**src/rtl/fetch_pkg.sv**
```systemverilog
// Shared types for the RV32 instruction-fetch stage: FSM states, buffer entry and NOP constant.
package fetch_pkg;

  typedef enum logic [1:0] {
    FETCH,
    WAIT,
    DISCARD,
    HALT
  } fetch_state_t;

  localparam logic [31:0] NOP_INSTR = 32'h0000_0013;

  typedef struct packed {
    logic [31:0] pc;
    logic [31:0] instr;
  } fetch_entry_t;

endpackage

```
**src/rtl/fetch_fifo.sv**
```systemverilog
// Synchronous instruction buffer of fetch_entry_t; flush wins over push, push into a full
// buffer is accepted only when a pop frees a slot in the same cycle.
import fetch_pkg::*;

module fetch_fifo #(
  parameter int unsigned DEPTH = 2,
  localparam int unsigned AW = $clog2(DEPTH)
) (
  input  logic         clk,
  input  logic         reset,
  input  logic         push,
  input  logic         pop,
  input  logic         flush,
  input  fetch_entry_t wdata,
  output fetch_entry_t rdata,
  output logic         full,
  output logic         empty,
  output logic [AW:0]  count
);

  fetch_entry_t  mem [DEPTH];
  logic [AW-1:0] rd_ptr;
  logic [AW-1:0] wr_ptr;
  logic          do_push;
  logic          do_pop;

  assign full    = (count == (AW+1)'(DEPTH));
  assign empty   = (count == '0);
  assign do_pop  = pop && !empty;
  assign do_push = push && (!full || do_pop);
  assign rdata   = mem[rd_ptr];

  always_ff @(posedge clk) begin
    if (!reset || flush) begin
      rd_ptr <= '0;
      wr_ptr <= '0;
      count  <= '0;
    end else begin
      if (do_push) wr_ptr <= wr_ptr + 1'b1;
      if (do_pop)  rd_ptr <= rd_ptr + 1'b1;
      case ({do_push, do_pop})
        2'b10:   count <= count + 1'b1;
        2'b01:   count <= count - 1'b1;
        default: count <= count;
      endcase
    end
  end

  always_ff @(posedge clk) begin
    if (reset && !flush && do_push) mem[wr_ptr] <= wdata;
  end

endmodule

```
**src/rtl/fetch_unit.sv**
```systemverilog
// RV32 fetch stage: PC, single-outstanding imem handshake, redirect flush and instruction buffer.
// Optional macro FETCH_MISALIGN_CHECK_EN enables misaligned-redirect fault and HALT state.
import fetch_pkg::*;

module fetch_unit #(
  parameter logic [31:0] RESET_PC = 32'h0000_0000,
  parameter int unsigned DEPTH    = 2
) (
  input  logic        clk,
  input  logic        reset,
  output logic        imem_req,
  output logic [31:0] imem_addr,
  input  logic        imem_gnt,
  input  logic        imem_rvalid,
  input  logic [31:0] imem_rdata,
  input  logic        redirect_valid,
  input  logic [31:0] redirect_pc,
  output logic        dec_valid,
  input  logic        dec_ready,
  output logic [31:0] dec_instr,
  output logic [31:0] dec_pc,
  output logic        fetch_fault
);

  localparam int unsigned CW = $clog2(DEPTH) + 1;

  fetch_state_t  state, next_state;
  logic [31:0]   pc, pc_next;
  logic [31:0]   req_pc, req_pc_next;
  logic          push, flush, pop, grant, outstanding;
  logic          fifo_full, fifo_empty;
  logic [CW-1:0] fifo_count;
  fetch_entry_t  fifo_wdata, fifo_rdata;

`ifdef FETCH_MISALIGN_CHECK_EN
  logic fault, fault_next, misaligned;

  always_ff @(posedge clk) begin
    if (!reset) fault <= 1'b0;
    else        fault <= fault_next;
  end

  assign fetch_fault = fault;
`else
  assign fetch_fault = 1'b0;
`endif

  // Request is a function of registered state only; reset gating keeps it low while held in reset.
  assign imem_req  = reset && (state == FETCH) && (fifo_count < CW'(DEPTH));
  assign imem_addr = pc;
  assign grant     = imem_req && imem_gnt;

  assign dec_valid = !fifo_empty;
  assign dec_instr = fifo_empty ? NOP_INSTR : fifo_rdata.instr;
  assign dec_pc    = fifo_empty ? '0 : fifo_rdata.pc;
  assign pop       = dec_valid && dec_ready;

  assign fifo_wdata = '{pc: req_pc, instr: imem_rdata};

  always_ff @(posedge clk) begin
    if (!reset) begin
      state  <= FETCH;
      pc     <= RESET_PC;
      req_pc <= '0;
    end else begin
      state  <= next_state;
      pc     <= pc_next;
      req_pc <= req_pc_next;
    end
  end

  always_comb begin
    next_state  = state;
    pc_next     = pc;
    req_pc_next = req_pc;
    push        = 1'b0;
    flush       = 1'b0;
    outstanding = 1'b0;
`ifdef FETCH_MISALIGN_CHECK_EN
    fault_next  = fault;
    misaligned  = 1'b0;
`endif

    case (state)
      FETCH: begin
        if (grant) begin
          req_pc_next = pc;
          pc_next     = pc + 32'd4;
          next_state  = WAIT;
        end
      end
      WAIT: begin
        if (imem_rvalid) begin
          push       = !fifo_full || pop;
          next_state = FETCH;
        end
      end
      DISCARD: begin
        if (imem_rvalid) begin
`ifdef FETCH_MISALIGN_CHECK_EN
          next_state = fault ? HALT : FETCH;
`else
          next_state = FETCH;
`endif
        end
      end
      HALT: begin
        next_state = HALT;
      end
      default: next_state = FETCH;
    endcase

    if (redirect_valid) begin
      flush   = 1'b1;
      push    = 1'b0;
      pc_next = redirect_pc & ~32'h3;
      // A response arriving in the redirect cycle already retires the stale fetch.
      outstanding = grant || (((state == WAIT) || (state == DISCARD)) && !imem_rvalid);
`ifdef FETCH_MISALIGN_CHECK_EN
      misaligned = |redirect_pc[1:0];
      fault_next = misaligned;
      next_state = outstanding ? DISCARD : (misaligned ? HALT : FETCH);
`else
      next_state = outstanding ? DISCARD : FETCH;
`endif
    end
  end

  fetch_fifo #(
    .DEPTH(DEPTH)
  ) u_fifo (
    .clk   (clk),
    .reset (reset),
    .push  (push),
    .pop   (pop),
    .flush (flush),
    .wdata (fifo_wdata),
    .rdata (fifo_rdata),
    .full  (fifo_full),
    .empty (fifo_empty),
    .count (fifo_count)
  );

endmodule

```
**config.mk**
```make
export PLATFORM = sky130hd
export DESIGN_NAME = fetch_unit
export DESIGN_NICKNAME = d
export VERILOG_FILES = /design/src/rtl/fetch_pkg.sv /design/src/rtl/fetch_fifo.sv /design/src/rtl/fetch_unit.sv
export SDC_FILE = /design/constraint.sdc
export NUM_CORES = 1
export LEC_CHECK = 0
export ABC_AREA = 1
export ABC_CLOCK_PERIOD_IN_PS = 11200
export BUFFER_PORTS_ARGS = -buffer_cell sky130_fd_sc_hd__buf_2
export CAP_MARGIN = 5
export CORE_MARGIN = 4
export CORE_UTILIZATION = 45
export CTS_CLUSTER_DIAMETER = 30
export DETAILED_ROUTE_END_ITERATION = 8
export PLACE_DENSITY = 0.7
export RECOVER_POWER = 50
export SYNTH_ARGS = -nofsm -noshare
export SYNTH_HDL_FRONTEND = slang
export SYNTH_HIERARCHICAL = 1
export SYNTH_SLANG_ARGS = --single-unit
```
**constraint.sdc**
```tcl
create_clock -name clk -period 11.2 [get_ports clk]
set_input_delay 1.68 -clock clk [delete_from_list [all_inputs] [get_ports clk]]
set_output_delay 1.68 -clock clk [all_outputs]
set_load 0.1 [all_outputs]
```
**Word level (Yosys, flattened, before mapping)**

Memories as Yosys holds them, arrays and structs flattened. A register that Yosys moved wholly into a read port is not among the register bits.
Index checks and enable logic that the tools add are counted.

- $add $sub $neg: 5
- Multipliers: 0
- Div/mod/pow operators: 0
- Order comparisons: 1
- Equality and inequality tests: 8
- Shift-type cells: 0
- Muxes and demuxes: 19
- Bitwise logic cells: 1
- Reduce and logical (&&, ||, !) cells: 29

Operators by type and width:

| kind | number |
|---|---|
| 2-to-1 mux 32 bit | 5 |
| adder 32 x 3 -> 32 bit, second input constant | 1 |
| logical AND 1 bit | 9 |
| equality test 2 bit, second input constant | 4 |
| 2-to-1 mux 1 bit | 8 |
| 2-to-1 mux 2 bit | 4 |
| one-hot mux 2 bit (3 select lines) | 1 |
| AND reduction 2 bit | 3 |
| nonzero test 2 bit | 3 |
| logical NOT 1 bit | 5 |
| logical OR 1 bit | 5 |
| equality test 2 x 1 -> 1 bit, second input constant | 2 |
| logical NOT 2 bit | 2 |
| one-hot mux 2 bit (2 select lines) | 1 |
| OR reduction 2 bit | 2 |
| != test 3 x 1 -> 1 bit, second input constant | 1 |
| != test 3 bit, second input constant | 1 |
| adder 1 bit, second input constant | 2 |
| adder 2 x 1 -> 2 bit, second input constant | 1 |
| less-than comparator 2 bit, second input constant | 1 |
| subtractor 2 x 1 -> 2 bit, second input constant | 1 |
| NOT 1 bit | 1 |

- Register bits after elaboration: 70
- Latch bits: 0
- Memory bits (writable): 128
- Memory bits (read-only): 0
- Input port bits: 70
- Output and inout port bits: 99
- Word-level logic and storage cells: 71
- Memories kept: 1

Memory list:

| name | depth | width | read ports | clocked after Yosys merged registers in | write ports | RTL line | source |
|---|---|---|---|---|---|---|---|
| u_fifo.mem | 2 | 64 | 1 | 1 | 1 | fetch_fifo.sv:21 | `fetch_entry_t mem [DEPTH];` |

**Depth between registers and ports, before layout**

- Word-level depth: 11
- Gate-level depth with buffers: 13
- Gate-level depth less buffers: 13

**Cells and area by module**

The synthesis kept the hierarchy.

Modules (own cells, without submodules):

| module | instances | cells each | area an instance (µm²) | seq. area each (µm²) |
|---|---|---|---|---|
| fetch_fifo | 1 | 241 | 4,884.7 | 3,943.8 |
| fetch_unit | 1 | 630 | 3,788.6 | 1,241.2 |

**Least setup slack after synthesis**

OpenSTA, ideal clock, no wires.

- Path kind: input to register
- Start: input port redirect_valid
- End: memory u_fifo/mem[0][0] in the netlist's numbering, enable pin
- Setup time: 0.486 ns
- Data arrival time: 5.609 ns
- Required time: 10.714 ns
- Path slack: 5.105 ns
- Cell stages on the path: 9
- Cell sequence: buf_2 > inv_1 > buf_2 > buf_2 > nand3_1 > a21oi_1 > o21ai_2 > or2_1 > nor2_1

- Elaborated cells between the ends (all ways): 8
- Classes of those cells: 4 x mux; 4 x reduce/logical

RTL lines:

| element | RTL line | source |
|---|---|---|
| start: declaration | fetch_unit.sv:16 | `input logic redirect_valid,` |
| 2-to-1 mux 1 bit | fetch_unit.sv:113 | `if (redirect_valid) begin` |
| net push | fetch_unit.sv:30 | `logic push, flush, pop, grant, outstanding;` |
| logical AND 1 bit | fetch_fifo.sv:30 | `assign do_push = push && (!full \|\| do_pop);` |
| logical AND 1 bit | fetch_fifo.sv:50 | `if (reset && !flush && do_push) mem[wr_ptr] <= wdata;` |
| 2-to-1 mux 1 bit | fetch_fifo.sv:50 |  |
| 2-to-1 mux 1 bit (implied by the code) | fetch_fifo.sv:50 |  |
| end: declaration | fetch_fifo.sv:21 |  |

The timed path passes the listed nets, and every way through them passes these cells.

**Final worst setup path**

- Start: input port reset
- End: register pc[15] (netlist: imem_addr[15])

- Longest elaborated chain between the ends: 5

RTL lines:

| element | RTL line | source |
|---|---|---|
| start: declaration | fetch_unit.sv:10 | `input logic reset,` |
| logical AND 1 bit (2 in a row) | fetch_unit.sv:49 | `assign imem_req = reset && (state == FETCH) && (fifo_count < CW'(DEPTH));` |
| logical AND 1 bit | fetch_unit.sv:51 | `assign grant = imem_req && imem_gnt;` |
| nonzero test 2 bit (no source line) | - |  |
| AND reduction 2 bit (no source line) | - |  |
| end signal: assignment | fetch_unit.sv:67 | `pc <= pc_next;` |
| end: declaration | fetch_unit.sv:28 | `logic [31:0] pc, pc_next;` |

Several ways; a longest one is shown, not always the timed one.
A chain may end at the register's enable or synchronous reset.

==> metrics.md <==
| Metric | Value |
|---|---|
| Placed Cells incl. Taps | `1,267` |
| Clock tree from TritonCTS | `done` |
| Worst-margin pin slew | `roughly 2.6 ns` |
| H-Tree Level Count | `4` |
| FF-to-FF path depth | `10` |
| Number of ports placed on the die boundary | `169` |
| Synthesis Warnings | `6` |
| Area of the mapped netlist | `8670 sq um` |
| Post-synthesis adder-cell area fraction | `less than 1%` |
| Peak ir drop on the vdd network | `around 0.11 mV` |
| Post-synthesis compound-gate area fraction | `approximately 5.8%` |
| Starting density of the core | `between 40% and 50%` |
| Category of the worst setup path launch point | `input pin` |
| Die area | `21,600 sq um` |
| Detailed-route via count | `approximately 6,200` |
| Vias in the first global route | `slightly above 6,000` |
| Simple logic cell fraction of the synthesized area | `16.3%` |
| Fraction of post-synthesis cell area in the top cell type by area | `between 40% and 50%` |
| Power per unit of standard cell area | `~150 nW/um^2` |
| Number of detailed-routing iterations run before antenna repair | `6` |
| Number of diodes | `0` |
| Final hold violations | `0` |
| Combinational family with the most area after synthesis | `simple AND/OR/NAND/NOR gates` |
| Sequential standard cell area | `5190 sq um` |
| Utilization after layout | `53.9%` |
| Number of fill cells | `about 1,800` |
| Clock root buffer master | `sky130_fd_sc_hd__clkbuf_16` |
| Multiplexer share of the synthesized area | `8.31%` |
| Number of slew-limit violations in the final report | `108` |
| Accumulated negative setup slack | `0 ns` |
| Die Width | `between 100 and 150 um` |
| Gates resized, CTS repair | `0` |
| Critical-path maximum fanout | `65` |
| Vias per cell | `between 4 and 5` |
| Hold-fix buffers at CTS | `0` |
| Number of buffers inserted to repair setup after CTS | `0` |
| Detail-routed net length per standard cell | `between 10 and 15 um` |
| Share of cells above drive strength 1 | `22.4%` |
| HPWL after detailed placement | `about 13 mm` |
| Worst skew pair latency | `~0.42 ns` |
| Routability cong. | `around 0.89` |
| Final clock period utilization by the worst path | `55.7%` |
| Initial antenna violation count | `0` |
| Layout overhead on the synthesized area | `17.0%` |
| Outcome | `finished, violations left` |
| Count of antenna-violating nets left after detailed routing | `0` |
| Area occupied by multi-input gates | `roughly 2800 sq um` |
| Achievable Freq | `about 160 MHz` |
| Total global-route track usage | `17.7%` |
| Number of instances in the synthesized netlist | `~870` |
| Global-route wire length before repair | `just over 30 mm` |
| Violated checks | `max-capacitance violations, max-slew violations` |
| Static Leak | `4.10 nW` |
| Final #Nets | `about 1,100` |
| Required time of the worst setup path | `approximately 12 ns` |
| Worst-path clk slew | `~0.070 ns` |
| Critical Path End Type | `register` |
| CP Data Arrival Time | `6.57 ns` |
| Most common library cell in the layout ignoring fill and taps | `sky130_fd_sc_hd__inv_1` |
| Final wirelength | `about 19 mm` |
| Setup CP Type | `in2reg` |
| Number of buffers created by CTS | `17` |
| Max-cap violations | `2` |
| Buffers on Ports | `approximately 160` |
| CTS Sinks | `slightly below 200` |
| Clock Tree Buf Depth | `2` |
| Worst min-delay path category | `reg2reg` |
| Synthesized area divided by synthesized cell count | `roughly 10 sq um` |
| Dominant cell type by area after synthesis | `sky130_fd_sc_hd__edfxtp_1` |
| Cell row count | `50` |
| Non-filler cells, final | `1,299` |
| Core footprint | `18,800 sq um` |
| Skew final | `0.0121 ns` |
| Portion of the post-synthesis area used by sequential elements | `about three fifths` |
| Slew headroom | `-70.1%` |
| Congestion Overflow GR | `0` |
| RSZ-0062 raised after global routing | `false` |
| DRC marker count from the first detailed-route iteration | `356` |
| Fraction of synthesized cell area in xor and xnor cells | `1.01%` |
| Synth unique cells | `38` |
| Final count of negative-setup-slack endpoints | `0` |
| Synthesized flop and latch total | `~200` |
| Final critical delay including setup and external delays | `approximately 6.2 ns` |
| Vertical die dimension | `147 um` |
| Pin count of the biggest net entering global routing | `66` |
| Depth of the worst hold-timing path | `0` |
| Largest cells by area after synthesis | `sky130_fd_sc_hd__edfxtp_1 (44%), sky130_fd_sc_hd__dfxtp_1 (15%), sky130_fd_sc_hd__mux2_2 (8.3%), sky130_fd_sc_hd__inv_1 (5.7%), sky130_fd_sc_hd__nand2_1 (5.6%)` |
| Most frequent cells in the layout | `sky130_fd_sc_hd__inv_1 (132), sky130_fd_sc_hd__nand2_1 (128), sky130_fd_sc_hd__edfxtp_1 (128), sky130_fd_sc_hd__buf_2 (114), sky130_fd_sc_hd__nor2_1 (110)` |
| Residual DRC count | `0` |
-- power breakdown --
group          leakage, nW  internal [mW]  switching, mW
combinational         2.06         0.0275          0.114
sequential            1.77          0.780         0.0162
clock                0.271          0.294          0.259
total                 4.10           1.10          0.390
-- cell usage after synthesis --
master,n
sky130_fd_sc_hd__a21oi_2,1
sky130_fd_sc_hd__ha_1,4
sky130_fd_sc_hd__a22oi_1,1
sky130_fd_sc_hd__nand2_2,3
sky130_fd_sc_hd__and2_1,2
sky130_fd_sc_hd__o221ai_1,1
sky130_fd_sc_hd__nand3b_1,1
sky130_fd_sc_hd__nor2_8,1
sky130_fd_sc_hd__xnor2_1,2
sky130_fd_sc_hd__xor2_1,8
sky130_fd_sc_hd__a211oi_1,1
sky130_fd_sc_hd__buf_6,3
sky130_fd_sc_hd__buf_1,3
sky130_fd_sc_hd__nand2_1,129
sky130_fd_sc_hd__nor2_4,2
sky130_fd_sc_hd__inv_1,131
sky130_fd_sc_hd__o21ai_0,45
sky130_fd_sc_hd__mux2_2,64
sky130_fd_sc_hd__nor2_1,111
sky130_fd_sc_hd__a221oi_1,1
sky130_fd_sc_hd__o21ai_1,8
sky130_fd_sc_hd__clkbuf_1,15
sky130_fd_sc_hd__buf_4,10
sky130_fd_sc_hd__dfxtp_1,67
sky130_fd_sc_hd__edfxtp_1,128
sky130_fd_sc_hd__nor3_1,1
sky130_fd_sc_hd__or2_2,4
sky130_fd_sc_hd__a31oi_1,6
sky130_fd_sc_hd__buf_2,7
sky130_fd_sc_hd__a21oi_1,29
sky130_fd_sc_hd__inv_2,2
sky130_fd_sc_hd__nand3_1,67
sky130_fd_sc_hd__nand4_1,4
sky130_fd_sc_hd__nor2_2,5
sky130_fd_sc_hd__conb_1,1
sky130_fd_sc_hd__o21ai_2,1
sky130_fd_sc_hd__o21a_1,1
sky130_fd_sc_hd__or2_1,1
-- stage by stage --
stage | hold WS (ns) | cell area [sq um] | setup slack, ns | power [mW]
finish | 0.454 | 10100 | 4.96 | 1.49
global route | 0.468 | 10100 | 4.41 | 1.55
CTS | 0.455 | 10200 | 6.48 | 1.51
detailed placement | 0.440 | 9680 | 6.46 | 0.956
global placement | 0.434 | 9680 | 6.47 | 0.954
floorplan | 0.426 | 8700 | 5.10 | 0.921
-- layout make-up --
class	instances	area share [%]
inverter	133	4.92
multi-input combinational	511	27.7
timing repair buffer	168	7.77
sequential	195	51.1
tap	260	3.21
clock buffer	21	4.48
clock inverter	11	0.777
-- logic make-up (layout without fill, tap and decap cells) --
kind of cell | after synthesis | count (layout)
buffers and inverters | 171 | 333
AND/OR/NAND/NOR | 331 | 331
other | 1 | 7
adder cells (fa/ha/maj) | 4 | 4
multiplexers | 64 | 64
AO/OA/AOI/OAI | 95 | 95
XOR/XNOR | 10 | 10
flip-flops | 195 | 195
-- flip-flops by register name, summed over array words and instances (netlist names), named ones only --
| signal | cells |
|---|---|
| imem_addr | 30 |
| req_pc | 30 |
| state | 2 |
| u_fifo/count | 2 |
| u_fifo/mem | 128 |
| u_fifo/rd_ptr | 1 |
| u_fifo/wr_ptr | 1 |
-- critical path, cell delays in order --
cell	delay [ns]
sky130_fd_sc_hd__clkbuf_1	0.70
sky130_fd_sc_hd__nand2_1	0.28
sky130_fd_sc_hd__nor2_1	0.10
sky130_fd_sc_hd__nand2_2	0.06
sky130_fd_sc_hd__clkbuf_1	1.79
sky130_fd_sc_hd__nand2_1	1.09
sky130_fd_sc_hd__inv_1	0.53
sky130_fd_sc_hd__nand2_1	0.09
sky130_fd_sc_hd__a31oi_1	0.18
-- path summary, 6_finish.rpt --
path	slack (ns)	to	from
setup / recovery	4.96	imem_addr[15]	reset
setup reg to reg	6.49	imem_addr[15]	state[0]
hold / removal	0.45	u_fifo/mem[1][47]	req_pc[15]
hold reg to reg	0.45	u_fifo/mem[1][47]	req_pc[15]
-- per-layer routing --
metal	part of all wire, %	GRT usage [%]	vias to the layer above
met2	45	27.8	210
met4	1.8	6.07	0
met5	0	0	-
met1	47	24.8	2831
met3	6.3	2.99	25
li1	-	-	3158
Power figures use the tool's default switching activity.
